<file path="config.mk">
export PLATFORM = sky130hd
export DESIGN_NAME = imem_loader
export DESIGN_NICKNAME = d
export VERILOG_FILES = /design/src/rtl/imem_loader.sv
export SDC_FILE = /design/constraint.sdc
export NUM_CORES = 1
export LEC_CHECK = 0
export ABC_AREA = 0
export BUFFER_PORTS_ARGS = -buffer_cell sky130_fd_sc_hd__buf_2
export CAP_MARGIN = 40
export CORE_MARGIN = 2
export CORE_UTILIZATION = 55
export DETAILED_ROUTE_END_ITERATION = 10
export PLACE_DENSITY = 0.76
export SETUP_SLACK_MARGIN = 0.2
export SYNTH_ARGS = -nofsm -noshare
export SYNTH_HDL_FRONTEND = slang
export SYNTH_SLANG_ARGS = --single-unit
</file>
<file path="constraint.sdc">
create_clock -name clk_i -period 3 [get_ports clk_i]
set_clock_uncertainty 0.2 [all_clocks]
set_input_delay 0.15 -clock clk_i [delete_from_list [all_inputs] [get_ports clk_i]]
set_output_delay 0.15 -clock clk_i [all_outputs]
set_load 0.05 [all_outputs]
</file>
<file path="src/rtl/imem_loader.sv">
// imem_loader: streams a length-prefixed, little-endian byte image into
// instruction memory and holds the core in reset until the image is fully written.
// Optional feature macro: IMEM_LOADER_CHECKSUM_EN. When defined, a trailing XOR
// checksum byte is checked after the last word.
module imem_loader #(
    parameter int unsigned ADDR_W = 8
) (
    input  logic              clk_i,
    input  logic              rst_i,
    input  logic [7:0]        byte_i,
    input  logic              byte_valid_i,
    output logic              byte_ready_o,
    output logic              iwr_en_o,
    output logic [ADDR_W-1:0] iaddr_o,
    output logic [31:0]       idata_o,
    output logic              core_rst_o,
    output logic              done_o,
    output logic              err_o
);

    typedef enum logic [2:0] {
        StLenLo,
        StLenHi,
        StData,
        StWrite,
        StChk,
        StDone,
        StErr
    } state_e;

    // Largest legal word count: a full-depth image.
    localparam logic [16:0] MaxWords = 17'(1) << ADDR_W;

    state_e              state_q, state_d;
    logic [15:0]         len_q;
    logic [16:0]         cnt_q;
    logic [1:0]          bcnt_q;
    logic [23:0]         word_q;
    logic [ADDR_W-1:0]   iaddr_q;
    logic [31:0]         idata_q;
    logic                ready_st;
    logic                accept;
    logic [15:0]         len_full;
`ifdef IMEM_LOADER_CHECKSUM_EN
    logic [7:0]          chk_q;
`endif

    // Length as it becomes complete on the LEN_HI byte.
    assign len_full     = {byte_i, len_q[7:0]};
    // Hold ready low while reset is applied so the port shows its reset value.
    assign byte_ready_o = ready_st && !rst_i;
    assign accept       = byte_valid_i && byte_ready_o;
    assign iaddr_o      = iaddr_q;
    assign idata_o      = idata_q;

    // State register.
    always_ff @(posedge clk_i) begin
        if (rst_i) begin
            state_q <= StLenLo;
        end else begin
            state_q <= state_d;
        end
    end

    // Next-state and state-decoded outputs.
    always_comb begin
        state_d    = state_q;
        ready_st   = 1'b0;
        iwr_en_o   = 1'b0;
        core_rst_o = 1'b1;
        done_o     = 1'b0;
        err_o      = 1'b0;
        unique case (state_q)
            StLenLo: begin
                ready_st = 1'b1;
                if (accept) state_d = StLenHi;
            end
            StLenHi: begin
                ready_st = 1'b1;
                if (accept) begin
                    if (len_full == 16'd0) begin
`ifdef IMEM_LOADER_CHECKSUM_EN
                        state_d = StChk;
`else
                        state_d = StDone;
`endif
                    end else if ({1'b0, len_full} > MaxWords) begin
                        state_d = StErr;
                    end else begin
                        state_d = StData;
                    end
                end
            end
            StData: begin
                ready_st = 1'b1;
                if (accept && bcnt_q == 2'd3) state_d = StWrite;
            end
            StWrite: begin
                iwr_en_o = 1'b1;
                if (cnt_q + 17'd1 == {1'b0, len_q}) begin
`ifdef IMEM_LOADER_CHECKSUM_EN
                    state_d = StChk;
`else
                    state_d = StDone;
`endif
                end else begin
                    state_d = StData;
                end
            end
            StChk: begin
`ifdef IMEM_LOADER_CHECKSUM_EN
                ready_st = 1'b1;
                if (accept) state_d = (byte_i == chk_q) ? StDone : StErr;
`else
                state_d = StErr;
`endif
            end
            StDone: begin
                core_rst_o = 1'b0;
                done_o     = 1'b1;
            end
            StErr: begin
                err_o = 1'b1;
            end
            default: state_d = StErr;
        endcase
    end

    // Datapath: length capture, word assembly, write-port registers, word count.
    always_ff @(posedge clk_i) begin
        if (rst_i) begin
            len_q   <= '0;
            cnt_q   <= '0;
            bcnt_q  <= '0;
            word_q  <= '0;
            iaddr_q <= '0;
            idata_q <= '0;
        end else begin
            if (state_q == StLenLo && accept) len_q[7:0]  <= byte_i;
            if (state_q == StLenHi && accept) len_q[15:8] <= byte_i;
            if (state_q == StData && accept) begin
                bcnt_q <= bcnt_q + 2'd1;
                word_q <= {byte_i, word_q[23:8]};
                if (bcnt_q == 2'd3) begin
                    // Word count doubles as the word address; it never exceeds depth-1 here.
                    idata_q <= {byte_i, word_q};
                    iaddr_q <= cnt_q[ADDR_W-1:0];
                end
            end
            if (state_q == StWrite) cnt_q <= cnt_q + 17'd1;
        end
    end

`ifdef IMEM_LOADER_CHECKSUM_EN
    // Running XOR over data bytes only.
    always_ff @(posedge clk_i) begin
        if (rst_i) begin
            chk_q <= '0;
        end else if (state_q == StData && accept) begin
            chk_q <= chk_q ^ byte_i;
        end
    end
`endif

endmodule

</file>
==> flow_metrics.env <==
export IMPL_status="completed"
export IMPL_crit_type="flip-flop to flip-flop"
export IMPL_htree_levels=3
export IMPL_drc=0
export IMPL_cts_buffer_depth=2
export IMPL_synth_area_mm2=0.00431
export IMPL_die_w_um=92.5
export IMPL_die_area_mm2=0.00856
export IMPL_cts_tree="yes"
export IMPL_start_util_pct=56.4
export IMPL_syn_to_final_growth_pct=15.7
export IMPL_synth_seq_cells=102
export IMPL_wl_per_cell_um=14.5
export IMPL_synthAdderAreaFrac_pct=0.581
export IMPL_grtUsageTotal_pct=23.9
export IMPL_grt_max_degree=65
export IMPL_worstPathRequired_ns=3.05
export IMPL_path_max_fanout=10
export IMPL_worst_pin_slew_ns=0.824
export IMPL_synth_top_family_by_area="simple AND/OR/NAND/NOR gates"
export IMPL_whs_ns=0.104
export IMPL_postCtsSetupBuffers=0
export IMPL_firstDrtPassIters=5
export IMPL_crit_arrival_ns=2.74
export IMPL_async_flop_share_pct=0
export IMPL_p_total_mw=2.52
export IMPL_power_density_mw_per_mm2=506
export IMPL_synth_area_mux_share_pct=4.64
export IMPL_clock_latency_ns=0.36
export IMPL_grt_ovfl_total=0
export IMPL_setup_viol=0
export IMPL_die_h_um=92.5
export IMPL_synthSimpleGateAreaFrac_pct=24.7
export IMPL_cp_end_kind="flip-flop"
export IMPL_synth_edff_count=0
export IMPL_slew_viol_final=0
export IMPL_synth_net_count=546
export IMPL_drtIter0Drc=264
export IMPL_clk_pin_slew_ns=0.11
export IMPL_slew_headroom_pct=44.8
export IMPL_antenna_found_initial=0
export IMPL_cts_root_buf="clkbuf_8"
export IMPL_leakage_nw=1.92
export IMPL_vias_per_cell=5.47
export IMPL_synth_ff_type="dfxtp_1"
export IMPL_yosysWarnings=0
export IMPL_drt_wl_total_mm=9.92
export IMPL_antenna_diode_count=0
export IMPL_synthXorXnorAreaFrac_pct=6.30
export IMPL_grt_pass1_wl_mm=16.4
export IMPL_layout_min_cycle_time_ns=2.69
export IMPL_synthCells=533
export IMPL_ys_seq_area_share_pct=47.4
export IMPL_rsz0062_at_grt="false"
export IMPL_syn_avg_cell_area_um2=8.09
export IMPL_drtAntennaViolNets=0
export IMPL_portBuffers=55
export IMPL_drive_gt1_share_pct=16.4
export IMPL_final_nets=592
export IMPL_synth_distinct_cells=45
export IMPL_first_global_vias=3443
export IMPL_io_pins=56
export IMPL_setup_tns_ns=0
export IMPL_hold_viol_final=0
export IMPL_fin_crit_sh_pct=89.5
export IMPL_ir_drop_mv=0.353
export IMPL_placed_cell_area_mm2=0.00465
export IMPL_gp_congestion=0.919
export IMPL_cts_inserted_buffers=9
export IMPL_rrSetupSlack_ns=0.31
export IMPL_clkSinkCount=102
export IMPL_holdCritPathClass="input port to flip-flop"
export IMPL_rows=32
export IMPL_via_count=3755
export IMPL_synth_compound_area_share_pct=12.7
export IMPL_dp_hpwl_mm=6.90
export IMPL_core_area_mm2=0.00765
export IMPL_post_route_cell_area_mm2=0.00499
export IMPL_maxCapViolCount=0
export IMPL_fmax_mhz=372
export IMPL_worstSetupStartpointType="flip-flop"
[cell usage in the layout (no fill, tap or decap), types with 2 or more instances in the layout]
cell type	synthesis	final
o21ai_0	11	11
dfxtp_2	0	3
or2_2	2	2
and2_1	2	2
nor2_1	36	36
a21oi_1	76	76
inv_6	0	2
nand3_1	8	7
inv_1	3	3
buf_4	2	8
nand2_1	147	147
a211oi_1	3	3
nor2b_1	5	5
mux2i_1	20	20
clkbuf_8	0	9
nor3_1	8	8
dfxtp_1	102	99
or4_1	2	2
xnor2_1	19	19
xor2_1	12	12
nor4_1	5	5
buf_2	3	55
or3_1	7	7
dlygate4sd3_1	0	8
nand4_1	6	6
bufinv_16	0	2
[state kept, by name (all words and copies together), names as in the netlist]
name     flops
bcnt_q       2
word_q      24
idata_o     32
iaddr_o      8
state_q      3
len_q       16
cnt_q       17
[final timing paths]
| check | from | endpoint | depth (start not counted) |
|---|---|---|---|
| max | cnt_q[5]$_SDFFE_PP0P_ | state_q[1]$_SDFFE_PP0P_ | 7 |
| min | byte_valid_i | state_q[2]$_SDFFE_PP0P_ | 4 |
| min reg2reg | iaddr_o[2]$_SDFFE_PP0P_ | iaddr_o[2]$_SDFFE_PP0P_ | 2 |
| max reg2reg | cnt_q[5]$_SDFFE_PP0P_ | state_q[1]$_SDFFE_PP0P_ | 7 |
[routing by layer]
metal,wire length (um),global-route usage [%]
met3,564,5.53
met4,168,7.34
met1,4550,32.7
met5,0,0
met2,4630,37.7
[worst max-delay path: stages, from the launching register on]
cell and delay [ns]:
dfxtp_1 0.55, and4_4 0.30, nand4_4 0.16, nor2_4 0.14
xnor2_1 0.06, or4_1 0.54, a2111o_1 0.46, nor3b_2 0.17
[Yosys cell counts (2+ instances only)]
master,number,area share [%]
mux2i_1,20,4.6
inv_1,3,0.26
or2_2,2,0.29
a211oi_1,3,0.52
buf_1,4,0.35
clkbuf_1,27,2.4
dfxtp_1,102,47
buf_4,2,0.35
a21oi_1,76,8.8
and2_1,2,0.29
ha_1,2,0.58
nand3_1,8,0.93
buf_2,3,0.35
or3_1,7,1.0
nor2b_1,5,0.73
nand2_1,147,13
nand4_1,6,0.87
o21ai_0,11,1.3
nor4_1,5,0.73
nor3_1,8,0.93
nor2_1,36,3.1
xor2_1,12,2.4
xnor2_1,19,3.9
or4_1,2,0.35
[through the flow]
step	cells	setup slack (ns)	util (%)
after detailed placement	662	0.208	60.8
after CTS	686	0.229	65.0
after global routing	686	0.202	65.2
final	686	0.314	65.2
after global placement	661	0.295	60.4
after floorplan	533	0.309	-
[cells by family (layout without fill, tap and decap cells)]
logic type                 after synthesis  after routing
buffers and inverters                   40             91
and+or+nand+nor                        239            239
DFF                                    102            102
muxes                                   20             20
xor gates and xnor gates                31             31
AOI/OAI and AO/OA                       99             99
adders and majority gates                2              2
[where the power goes]
part / internal, mW / switching, mW / leakage [nW]
combinational: 0.0537 / 0.0844 / 0.982
sequential: 1.37 / 0.0172 / 0.824
clock: 0.490 / 0.510 / 0.119
total: 1.91 / 0.612 / 1.92
[area by class of cell]
| type | instances | area [um^2] |
|---|---|---|
| Inverter | 3 | 11.3 |
| Clock buffer | 9 | 124 |
| Timing Repair Buffer | 72 | 443 |
| Fill cell | 651 | 2660 |
| Tap cell | 102 | 128 |
| Multi-Input combinational cell | 391 | 2120 |
| Sequential cell | 102 | 2050 |
| Clock inverter | 7 | 114 |
[timing repair]
item	4_1_cts	5_1_grt
setup endpoints to repair	2	3
hold buffers	8	0
resized for setup	1	5
hold endpoints to repair	32	0
Power figures use the tool's default switching activity.
